`config.mk`:
```
export PLATFORM = sky130hd
export DESIGN_NAME = rgb_pwm_gen
export DESIGN_NICKNAME = d
export VERILOG_FILES = /design/src/rtl/rgb_pwm_gen.sv
export SDC_FILE = /design/constraint.sdc
export NUM_CORES = 1
export LEC_CHECK = 0
export ABC_AREA = 1
export BUFFER_PORTS_ARGS = -buffer_cell sky130_fd_sc_hd__buf_2
export CORE_MARGIN = 2
export CORE_UTILIZATION = 55
export DETAILED_ROUTE_END_ITERATION = 10
export GPL_TIMING_DRIVEN = 0
export PLACE_DENSITY_LB_ADDON = 0.05
export SYNTH_ARGS = -nofsm -noshare
export SYNTH_HDL_FRONTEND = slang
export SYNTH_SLANG_ARGS = --single-unit
```
`constraint.sdc`:
```
create_clock -name clk -period 1.7 [get_ports clk]
set_input_delay 0.085 -clock clk [delete_from_list [all_inputs] [get_ports clk]]
set_output_delay 0.085 -clock clk [all_outputs]
set_load 0.02 [all_outputs]
```
`src/rtl/rgb_pwm_gen.sv`:
```
// Three-channel RGB PWM generator; duties are double-buffered and take effect at period boundaries.
// Optional macro RGB_PWM_FADE_EN: shadows step one count per period toward the duty (soft start from 0).
module rgb_pwm_gen #(
  parameter int PRESCALE_W = 8,
  parameter int PERIOD_MAX = 254
) (
  input  logic                  clk,
  input  logic                  rst,
  input  logic                  enable,
  input  logic [PRESCALE_W-1:0] prescale,
  input  logic [7:0]            duty_red,
  input  logic [7:0]            duty_green,
  input  logic [7:0]            duty_blue,
  output logic                  pwm_red,
  output logic                  pwm_green,
  output logic                  pwm_blue,
  output logic                  period_end,
  output logic                  busy
);
  localparam logic [7:0] CNT_MAX = 8'(PERIOD_MAX);

  typedef enum logic [1:0] {IDLE = 2'd0, RUN = 2'd1, DRAIN = 2'd2} state_t;

  state_t                state_reg, state_next;
  logic [PRESCALE_W-1:0] pcnt_reg, pcnt_next;
  logic [7:0]            cnt_reg, cnt_next;
  logic                  active, tick, wrap, start, stop;
  logic                  period_end_reg, busy_reg;
  logic [2:0][7:0]       duty_vec;
  logic [2:0]            pwm_vec;

  assign duty_vec = {duty_blue, duty_green, duty_red};

  always_comb begin
    active = (state_reg != IDLE);
    // >= rather than == so a lowered prescale ticks immediately instead of wrapping around
    tick   = active && (pcnt_reg >= prescale);
    wrap   = tick && (cnt_reg == CNT_MAX);
    start  = (state_reg == IDLE) && enable;
    stop   = (state_reg == DRAIN) && wrap && !enable;
    state_next = state_reg;
    case (state_reg)
      IDLE:    if (enable) state_next = RUN;
      RUN:     if (!enable) state_next = DRAIN;
      DRAIN:   if (wrap) state_next = enable ? RUN : IDLE;
      default: state_next = IDLE;
    endcase
  end

  always_comb begin
    pcnt_next = '0;
    cnt_next  = 8'd0;
    if (active) begin
      pcnt_next = tick ? '0 : pcnt_reg + PRESCALE_W'(1);
      if (!wrap) cnt_next = tick ? cnt_reg + 8'd1 : cnt_reg;
    end
  end

  for (genvar gi = 0; gi < 3; gi++) begin : g_chan
    logic [7:0] shadow_reg, shadow_next;
    logic       pwm_reg;

    always_comb begin
      shadow_next = shadow_reg;
`ifdef RGB_PWM_FADE_EN
      if (start) shadow_next = 8'd0;
      else if (wrap && (shadow_reg < duty_vec[gi])) shadow_next = shadow_reg + 8'd1;
      else if (wrap && (shadow_reg > duty_vec[gi])) shadow_next = shadow_reg - 8'd1;
`else
      if (start || wrap) shadow_next = duty_vec[gi];
`endif
    end

    // The final drain edge clears the pin together with the period_end pulse
    always_ff @(posedge clk) begin
      if (rst) begin
        shadow_reg <= 8'd0;
        pwm_reg    <= 1'b0;
      end else begin
        shadow_reg <= shadow_next;
        pwm_reg    <= active && !stop && (cnt_reg < shadow_reg);
      end
    end

    assign pwm_vec[gi] = pwm_reg;
  end

  always_ff @(posedge clk) begin
    if (rst) begin
      state_reg      <= IDLE;
      pcnt_reg       <= '0;
      cnt_reg        <= 8'd0;
      period_end_reg <= 1'b0;
      busy_reg       <= 1'b0;
    end else begin
      state_reg      <= state_next;
      pcnt_reg       <= pcnt_next;
      cnt_reg        <= cnt_next;
      period_end_reg <= wrap;
      busy_reg       <= (state_next != IDLE);
    end
  end

  assign pwm_red    = pwm_vec[0];
  assign pwm_green  = pwm_vec[1];
  assign pwm_blue   = pwm_vec[2];
  assign period_end = period_end_reg;
  assign busy       = busy_reg;
endmodule

```
# Word level (Yosys, flattened, before mapping)

Index checks and enable logic that the tools add are counted.

Add/sub/neg operators: 2
$lt $le $gt $ge: 4
Equal/unequal tests: 3
Muxes and demuxes: 5
Bitwise operators: 1
Reduce and logical (&&, ||, !) cells: 17

Operator list:

| operator                                             | number |
|---|---|
| less-than comparator 8 bit                           | 3 |
| adder 8 x 1 -> 8 bit (second input constant)         | 2 |
| logical AND 1 bit                                    | 9 |
| equality test 8 bit (second input constant)          | 1 |
| greater-or-equal comparator 8 bit                    | 1 |
| two-way mux 2 bit                                    | 3 |
| case mux 2 bit (3 select lines)                      | 1 |
| OR reduction 3 bit                                   | 2 |
| nonzero test 2 bit                                   | 2 |
| equality test 2 x 1 -> 1 bit (second input constant) | 1 |
| equality test 2 bit (second input constant)          | 1 |
| logical NOT 1 bit                                    | 2 |
| logical NOT 2 bit                                    | 1 |
| logical OR 1 bit                                     | 1 |
| two-way mux 1 bit                                    | 1 |
| inverter 1 bit                                       | 1 |

Flip-flop bits (word level): 47
Input bits: 35
Output and inout bits: 5
Logic and storage cells: 43

# Logic depth before layout (Yosys ltp)

Gate-level depths: netlist of run 1.

Depth after elaboration: 8
Gate-level depth with buffers: 15

# Worst setup path before layout of run 1

No wires, ideal clock.

Path kind: register to register
Start: register pcnt_reg[5]
End: register g_chan[2].pwm_reg, in the netlist pwm_blue
Arrival: 1,529 ps
Required time: 1,636 ps
Setup slack: 107 ps
Stages on the path, launching flop included: 11
Clock period less this slack: 1,593 ps
Path through: dfxtp_1 ha_1 a21oi_1 nor2_1 nor2_1 nand3_1 nand2_1 clkinv_1 nand3_1 nand2_1 nor2_1

Longest elaborated chain between the ends: 8

RTL lines:

| what                              | RTL line | text |
|---|---|---|
| start: declaration                | 25       | `logic [PRESCALE_W-1:0] pcnt_reg, pcnt_next;` |
| start signal: assignment          | 97       | `pcnt_reg <= pcnt_next;` |
| greater-or-equal comparator 8 bit | 37       | `tick = active && (pcnt_reg >= prescale);` |
| logical AND 1 bit                 | 37       |  |
| logical AND 1 bit                 | 38       | `wrap = tick && (cnt_reg == CNT_MAX);` |
| logical AND 1 bit (2 in a row)    | 40       | `stop = (state_reg == DRAIN) && wrap && !enable;` |
| logical NOT 1 bit                 | 81       | `pwm_reg <= active && !stop && (cnt_reg < shadow_reg);` |
| logical AND 1 bit (2 in a row)    | 81       |  |
| end signal: assignment            | 81       |  |
| end: declaration                  | 61       | `logic pwm_reg;` |

Every way passes these cells.
A chain may end at the register's enable or synchronous reset.

# Worst setup path after layout of run 1

Start: register pcnt_reg[6]
End: register g_chan[2].shadow_reg[3]

Longest elaborated chain between the ends: 4

RTL lines:

| what                              | RTL line | text |
|---|---|---|
| greater-or-equal comparator 8 bit | 37       |  |
| logical AND 1 bit                 | 37       |  |
| logical AND 1 bit                 | 38       |  |
| logical OR 1 bit                  | 70       | `if (start \|\| wrap) shadow_next = duty_vec[gi];` |
| end signal: assignment            | 80       | `shadow_reg <= shadow_next;` |
| end: declaration                  | 60       | `logic [7:0] shadow_reg, shadow_next;` |

Every way passes these cells.

==> results of run 1 <==
==> metal layers <==
| layer | vias to the layer above | track usage | part of all wire |
|---|---|---|---|
| met4 | 0 | 0.0994 | 0.026 |
| li1 | 1368 | - | - |
| met2 | 60 | 0.381 | 0.50 |
| met3 | 15 | 0.0503 | 0.044 |
| met1 | 1233 | 0.271 | 0.43 |
| met5 | - | 0 | 0 |
==> through the flow <==
stage,worst slack (ns),std cells,setup TNS (ns)
after floorplan,0.107,379,0
after global placement,-0.230,488,-3.59
after detailed placement,-0.221,488,-4.22
after CTS,-0.0208,506,-0.0208
after global routing,-0.159,522,-4.39
final,-0.0764,522,-1.30
==> where the power goes <==
group / switching (mW) / internal, mW
sequential: 0.0186 / 1.16
clock: 0.371 / 0.282
combinational: 0.264 / 0.198
==> critical path: cells and delay by family, from the launching register on <==
| kind | cells | cell delay, ns |
|---|---|---|
| adders and majority gates | 1 | 0.28 |
| AOI/OAI and AO/OA | 1 | 0.16 |
| and+or+nand+nor | 6 | 0.67 |
| DFF | 1 | 0.34 |
| buffers and inverters | 1 | 0.22 |
==> cells in the final DEF, fill, tap and decap left out, types with 2 or more instances in the layout <==
master         count
buf_8              4
buf_6              2
nand3_2           22
clkbuf_16          3
dlygate4sd3_1     10
o21ai_0            3
nand2_1           79
xor2_1             5
inv_2              3
a21oi_1           28
ha_4               7
inv_1             49
a21oi_2           16
dfxtp_1           33
nand2_2            2
a211o_1            2
buf_2             44
ha_1              25
clkbuf_8           5
nand4_1            4
nor2_1            41
nand3_1           12
clkinv_2           4
dfxtp_4            4
buf_4             12
xnor2_1            4
nand2_4            3
dfxtp_2           10
==> repair_timing <==
item                       in CTS  in global routing
hold buffers                   10                  0
buffers inserted                0                 12
pin swaps                       0                  9
cloned                          0                  4
resized for setup              20                 51
setup endpoints to repair      42                 45
hold endpoints to repair       10                  0
==> worst max path at each step <==
stage | cells past startpoint | from | slack [ns] | to
floorplan | 10 | pcnt_reg[5] | 0.11 | pwm_blue
global placement | 10 | pcnt_reg[5] | -0.23 | pwm_green
detailed placement | 10 | pcnt_reg[5] | -0.22 | pwm_green
CTS | 6 | cnt_reg[4] | -0.02 | g_chan[2].shadow_reg[3]
global route | 9 | pcnt_reg[7] | -0.16 | g_chan[2].shadow_reg[3]
finish | 9 | pcnt_reg[6] | -0.08 | g_chan[2].shadow_reg[3]
==> final cells by class <==
class	instances	share of cell area
repair inverters	1	0.00134
multi-input cells	266	0.486
clock inverters	3	0.00401
clock buffers	5	0.0184
flip-flops and latches	47	0.259
well taps	70	0.0234
inverters	53	0.0544
plain buffers	13	0.0311
repair buffers	64	0.123
==> Yosys cell counts, drive strengths merged <==
| cell type | number | share of area |
|---|---|---|
| a2111oi | 1 | 0.0031 |
| a211o | 2 | 0.0062 |
| a21o | 1 | 0.0027 |
| a21oi | 44 | 0.082 |
| buf | 12 | 0.033 |
| clkbuf | 1 | 0.0013 |
| clkinv | 1 | 0.0013 |
| dfxtp | 47 | 0.33 |
| ha | 32 | 0.14 |
| inv | 52 | 0.069 |
| nand2 | 85 | 0.12 |
| nand3 | 35 | 0.091 |
| nand4 | 4 | 0.0089 |
| nor2 | 43 | 0.057 |
| nor3 | 2 | 0.0035 |
| nor3b | 1 | 0.0027 |
| nor4 | 2 | 0.0097 |
| o21ai | 3 | 0.0053 |
| or2 | 2 | 0.0044 |
| xnor2 | 4 | 0.012 |
| xor2 | 5 | 0.016 |
==> cells by family (layout without fill, tap and decap cells) <==
kind of cell | after synthesis | in the layout | synth area share
AND/OR/NAND/NOR | 174 | 174 | 0.293
flip-flops | 47 | 47 | 0.333
buffers and inverters | 66 | 139 | 0.105
adder cells (fa/ha/maj) | 32 | 32 | 0.142
XOR/XNOR | 9 | 9 | 0.0279
AO/OA/AOI/OAI | 51 | 51 | 0.0993
==> impl_metrics.xml, run 1 <==
<?xml version="1.0" encoding="UTF-8"?>
<metrics>
  <group name="run_status">
    <metric name="run_status" unit="">complete, but fails checks</metric>
    <metric name="violated_checks" unit="">setup timing</metric>
  </group>
  <group name="global_routing">
    <metric name="vias_in_the_first_global_route" unit="">2224</metric>
    <metric name="antenna_found_initial" unit="">0</metric>
    <metric name="global_route_usage_over_all_layers" unit="">0.224</metric>
    <metric name="grt_first_pass_wirelength" unit="mm">9.60</metric>
    <metric name="global_route.overflow_total" unit="">0</metric>
    <metric name="pin_count_of_the_biggest_net_entering_global_routing" unit="">15</metric>
  </group>
  <group name="synthesis">
    <metric name="syn_area" unit="mm2">0.00282</metric>
    <metric name="yosysSeqAreaShare" unit="">0.333</metric>
    <metric name="syn_area_per_cell" unit="um2">7.45</metric>
    <metric name="synth_cells" unit="">379</metric>
    <metric name="synth_seq_cells" unit="">47</metric>
    <metric name="synthesis.yosys.warnings" unit="">0</metric>
    <metric name="synth_cell_type_count" unit="">30</metric>
    <metric name="synth_nets" unit="">446</metric>
  </group>
  <group name="worst_setup_path">
    <metric name="r2r_start" unit="">pcnt_reg[6]</metric>
    <metric name="crit_path_end_kind" unit="">flop</metric>
    <metric name="worstRegToRegCells" unit="">9</metric>
    <metric name="reg2reg_slack" unit="ns">-0.08</metric>
    <metric name="crit_required" unit="ns">1.90</metric>
    <metric name="critical_path.startpoint_type" unit="">flop</metric>
    <metric name="critical_path_class" unit="">flop to flop</metric>
    <metric name="crit_path_max_incr_delay" unit="ns">0.34</metric>
    <metric name="timing.rr.end" unit="">g_chan[2].shadow_reg[3]</metric>
    <metric name="critical_path_peak_fanout" unit="">10</metric>
    <metric name="worstPathCellList" unit="">ha_4 &gt; nand2_4 &gt; nor2_4 &gt; nand4_1 &gt; nand3_2 &gt; nand3_4 &gt; buf_6 &gt; a21oi_1 &gt; nor2_1</metric>
    <metric name="cp_slowest_cell" unit="">dfxtp_2</metric>
    <metric name="timing.critical_path.arrival" unit="ns">1.97</metric>
  </group>
  <group name="drt">
    <metric name="first_pass_iters" unit="">4</metric>
    <metric name="drt-wirelength-per-cell" unit="um">13.2</metric>
    <metric name="routed_wirelength" unit="mm">6.91</metric>
    <metric name="vias" unit="">2676</metric>
    <metric name="drt_first_iter_violations" unit="">119</metric>
    <metric name="final_antenna_net_count" unit="">0</metric>
    <metric name="vias_per_cell" unit="">5.13</metric>
    <metric name="drt_drc_violations_left" unit="">0</metric>
  </group>
  <group name="die">
    <metric name="dieHeight" unit="um">75.7</metric>
    <metric name="initial_util" unit="">0.560</metric>
    <metric name="core_area" unit="mm2">0.00504</metric>
    <metric name="io-pin-count" unit="">40</metric>
    <metric name="dieArea" unit="mm2">0.00572</metric>
    <metric name="die-width" unit="um">75.7</metric>
    <metric name="rows" unit="">26</metric>
  </group>
  <group name="cts">
    <metric name="deepest_level_of_the_cts_h_tree" unit="">2</metric>
    <metric name="max-clock-path-buffers" unit="">2</metric>
    <metric name="clock_tree.root_cell" unit="">clkbuf_8</metric>
    <metric name="clock_latency" unit="ns">0.30</metric>
    <metric name="numCtsBuffers" unit="">5</metric>
    <metric name="tritoncts" unit="">yes</metric>
    <metric name="clk_pin_slew" unit="ns">0.09</metric>
    <metric name="clock_sink_count" unit="">47</metric>
  </group>
  <group name="timing">
    <metric name="slew_headroom" unit="">0.562</metric>
    <metric name="final_report_max_slew_violation_count" unit="">0</metric>
    <metric name="setup_viol_count_final" unit="">36</metric>
    <metric name="tightestPinTransition" unit="ns">0.657</metric>
    <metric name="skew" unit="ns">0.00713</metric>
    <metric name="final.setup.worst_slack" unit="ns">-0.0764</metric>
    <metric name="rsz_0062_raised_after_global_routing" unit="">yes</metric>
    <metric name="timing.hold.ws" unit="ns">0.00325</metric>
    <metric name="period_minus_ws_final" unit="ns">1.78</metric>
    <metric name="hold_viol" unit="">0</metric>
    <metric name="max_clock_freq" unit="MHz">563</metric>
    <metric name="min_period_over_period" unit="">1.04</metric>
  </group>
  <group name="pwr">
    <metric name="static-leakage-power" unit="nW">1.88</metric>
    <metric name="report.power.total" unit="mW">2.29</metric>
    <metric name="power-per-cell-area" unit="mW/mm2">611</metric>
    <metric name="power.ir.vdd_worst" unit="uV">487</metric>
  </group>
  <group name="finish">
    <metric name="stdcell_area" unit="mm2">0.00375</metric>
    <metric name="largest_register_ffs" unit="">24</metric>
    <metric name="multiInputGateArea" unit="mm2">0.00182</metric>
    <metric name="fin_util" unit="">0.743</metric>
    <metric name="sequential_cell_area" unit="um2">968</metric>
    <metric name="syn2layout_area_growth" unit="%">32.7</metric>
    <metric name="insertedDiodeCount" unit="">0</metric>
    <metric name="fill_cells" unit="">394</metric>
    <metric name="finalNetCount" unit="">518</metric>
    <metric name="final_layout_size_suffix_gt1_frac" unit="">0.334</metric>
  </group>
  <group name="job">
    <metric name="maxcap_viol_count" unit="">0</metric>
  </group>
  <group name="worst_hold_path">
    <metric name="holdCritPathClass" unit="">primary input to flop</metric>
    <metric name="min_delay_worst_endpoint" unit="">g_chan[1].shadow_reg[1]</metric>
    <metric name="beginning_of_the_worst_hold_path" unit="">duty_green[1]</metric>
    <metric name="timing.hold.worst_path_depth" unit="">3</metric>
  </group>
  <group name="placement">
    <metric name="gp_routability_congestion" unit="">0.832</metric>
    <metric name="postPlaceCellArea" unit="mm2">0.00311</metric>
    <metric name="placement.io_buffers" unit="">39</metric>
    <metric name="hpwl_detailed" unit="mm">4.31</metric>
  </group>
</metrics>
Power figures use the tool's default switching activity.
==> run 2, diff against run 1 <==
==> constraint.sdc (replaced) <==
create_clock -name clk -period 2.23 [get_ports clk]
set_input_delay 0.1115 -clock clk [delete_from_list [all_inputs] [get_ports clk]]
set_output_delay 0.1115 -clock clk [all_outputs]
set_load 0.02 [all_outputs]
==> run 2 against run 1 <==
The run now ends clean. Non-clock buffer count shrank 25. Sequential share of layout area is 3.6 points higher. Hold slack gained 0.022 ns. Sequential power shrank 23%. Utilization shrank 11 points. First-iteration DRC count grew 34%. Fmax decreased by 7.7%. Die area unchanged. Combinational power fell by 36%. Global-route usage fell by 0.52 points. Wire length decreased by 16%. Largest power group unchanged.
==> impl_metrics.xml, run 2 (synthesis results as in run 1) <==
<?xml version="1.0" encoding="UTF-8"?>
<metrics>
  <group name="timing">
    <metric name="setup_viol_count_final" unit="">0</metric>
    <metric name="setup_total_negative_slack" unit="ns">0</metric>
    <metric name="min_period_over_period" unit="">0.863</metric>
    <metric name="slew_headroom" unit="">0.700</metric>
    <metric name="final.setup.worst_slack" unit="ns">0.304</metric>
    <metric name="rsz_0062_raised_after_global_routing" unit="">no</metric>
    <metric name="tightestPinTransition" unit="ns">0.446</metric>
    <metric name="skew" unit="ns">0.00807</metric>
    <metric name="final_report_max_slew_violation_count" unit="">0</metric>
    <metric name="max_clock_freq" unit="MHz">519</metric>
    <metric name="period_minus_ws_final" unit="ns">1.93</metric>
    <metric name="hold_viol" unit="">0</metric>
  </group>
  <group name="finish">
    <metric name="largest_register_ffs" unit="">24</metric>
    <metric name="instances_no_fill" unit="">496</metric>
    <metric name="syn2layout_area_growth" unit="%">13.0</metric>
    <metric name="finalNetCount" unit="">492</metric>
    <metric name="multiInputGateArea" unit="mm2">0.00159</metric>
    <metric name="fin_util" unit="">0.633</metric>
    <metric name="fill_cells" unit="">485</metric>
    <metric name="final_layout_size_suffix_gt1_frac" unit="">0.190</metric>
    <metric name="final_common_cell" unit="">nand2_1</metric>
    <metric name="insertedDiodeCount" unit="">0</metric>
    <metric name="most-common-layout-cells" unit="">nand2_1 (82), inv_1 (52), dfxtp_1 (47), buf_2 (44), nor2_1 (43)</metric>
    <metric name="sequential_cell_area" unit="um2">941</metric>
  </group>
  <group name="worst_setup_path">
    <metric name="crit_path_end_kind" unit="">flop</metric>
    <metric name="timing.critical_path.from" unit="">pcnt_reg[5]</metric>
    <metric name="critical_path_class" unit="">flop to flop</metric>
    <metric name="timing.critical_path.arrival" unit="ns">2.15</metric>
    <metric name="critical_path_peak_fanout" unit="">9</metric>
    <metric name="r2r_start" unit="">pcnt_reg[5]</metric>
    <metric name="crit_required" unit="ns">2.46</metric>
    <metric name="critical_path.startpoint_type" unit="">flop</metric>
  </group>
  <group name="drt">
    <metric name="final_antenna_net_count" unit="">0</metric>
    <metric name="drt_first_iter_violations" unit="">159</metric>
    <metric name="routed_wirelength" unit="mm">5.80</metric>
    <metric name="vias" unit="">2459</metric>
    <metric name="drt-wirelength-per-cell" unit="um">11.7</metric>
    <metric name="drt_drc_violations_left" unit="">0</metric>
    <metric name="first_pass_iters" unit="">4</metric>
    <metric name="vias_per_cell" unit="">4.96</metric>
  </group>
  <group name="placement">
    <metric name="instance_count_after_placement_with_tap_cells_included" unit="">488</metric>
    <metric name="hpwl_detailed" unit="mm">4.31</metric>
    <metric name="gp_routability_congestion" unit="">0.832</metric>
    <metric name="placement.setup.worst_slack" unit="ns">0.309</metric>
    <metric name="placement.io_buffers" unit="">39</metric>
  </group>
  <group name="global_routing">
    <metric name="pin_count_of_the_biggest_net_entering_global_routing" unit="">15</metric>
    <metric name="grt_first_pass_wirelength" unit="mm">9.38</metric>
    <metric name="vias_in_the_first_global_route" unit="">2120</metric>
    <metric name="antenna_found_initial" unit="">0</metric>
    <metric name="global_route_usage_over_all_layers" unit="">0.219</metric>
    <metric name="global_route.overflow_total" unit="">0</metric>
  </group>
  <group name="cts">
    <metric name="clk_pin_slew" unit="ns">0.09</metric>
    <metric name="tritoncts" unit="">yes</metric>
    <metric name="max-clock-path-buffers" unit="">2</metric>
    <metric name="post_cts_buffers" unit="">0</metric>
    <metric name="deepest_level_of_the_cts_h_tree" unit="">2</metric>
    <metric name="clock_latency" unit="ns">0.30</metric>
    <metric name="clock_tree.root_cell" unit="">clkbuf_8</metric>
    <metric name="clock_sink_count" unit="">47</metric>
    <metric name="numCtsBuffers" unit="">5</metric>
    <metric name="post_cts_hold_buffer_count" unit="">0</metric>
    <metric name="post_cts_resize_count" unit="">0</metric>
  </group>
  <group name="pwr">
    <metric name="static-leakage-power" unit="nW">1.67</metric>
    <metric name="power-per-cell-area" unit="mW/mm2">529</metric>
    <metric name="power.ir.vdd_worst" unit="uV">380</metric>
  </group>
  <group name="worst_hold_path">
    <metric name="holdCritPathClass" unit="">primary input to flop</metric>
    <metric name="beginning_of_the_worst_hold_path" unit="">duty_blue[4]</metric>
  </group>
  <group name="die">
    <metric name="dieHeight" unit="um">75.7</metric>
    <metric name="initial_util" unit="">0.560</metric>
    <metric name="dieArea" unit="mm2">0.00572</metric>
    <metric name="core_area" unit="mm2">0.00504</metric>
    <metric name="rows" unit="">26</metric>
    <metric name="io-pin-count" unit="">40</metric>
    <metric name="die-width" unit="um">75.7</metric>
  </group>
  <group name="job">
    <metric name="maxcap_viol_count" unit="">0</metric>
  </group>
  <group name="run_status">
    <metric name="run_status" unit="">finished, final reports clean</metric>
  </group>
</metrics>
-- run 2: changes by cell type in the layout (fill, tap and decap cells not counted), sizes merged --
| cell | delta |
|---|---|
| buf | -11 |
| clkbuf | -4 |
| clkinv | -1 |
| dlygate4sd3 | -10 |
-- run 2: final cells by class --
cell class,count,area share
multi-input combinational,266,0.498
sequential,47,0.295
inverter,53,0.0624
timing repair buffer,39,0.0612
buffer,13,0.0302
tap,70,0.0275
clock buffer,5,0.0216
clock inverter,3,0.00471
-- run 2: per-layer routing --
layer  up-vias  global-route usage  part of all wire
met3        12              0.0463             0.068
li1       1315                   -                 -
met4         0              0.0819             0.021
met2        61               0.365              0.46
met5         -                   0                 0
met1      1071               0.279              0.45
-- run 2: power by group --
group | internal, mW | switching (mW) | leakage, nW
Sequential | 0.886 | 0.0136 | 0.386
Clock | 0.215 | 0.279 | 0.0477
Combinational | 0.122 | 0.172 | 1.23
-- run 2: final timing paths --
kind / endpoint / slack [ns] / depth (start not counted)
max reg2reg: pwm_blue / 0.30 / 10
max: pwm_blue / 0.30 / 10
min reg2reg: pcnt_reg[0] / 0.47 / 1
min: g_chan[2].shadow_reg[4] / 0.03 / 3
-- run 2: worst max-delay path, cell delays in order (launching register included) --
cell      delay, ns
dfxtp_1        0.40
ha_1           0.27
a21oi_1        0.15
nor2_1         0.05
nor2_1         0.08
nand3_1        0.15
nand2_1        0.13
clkinv_1       0.23
nand3_1        0.19
nand2_1        0.09
nor2_1         0.12
-- run 2: stage by stage --
step,area (um2),power (mW),hold slack (ns)
floorplan,2820,1.13,0.183
global placement,3110,1.21,0.329
detailed placement,3110,1.22,0.339
CTS,3190,1.71,0.0199
global route,3190,1.79,0.0331
finish,3190,1.69,0.0255
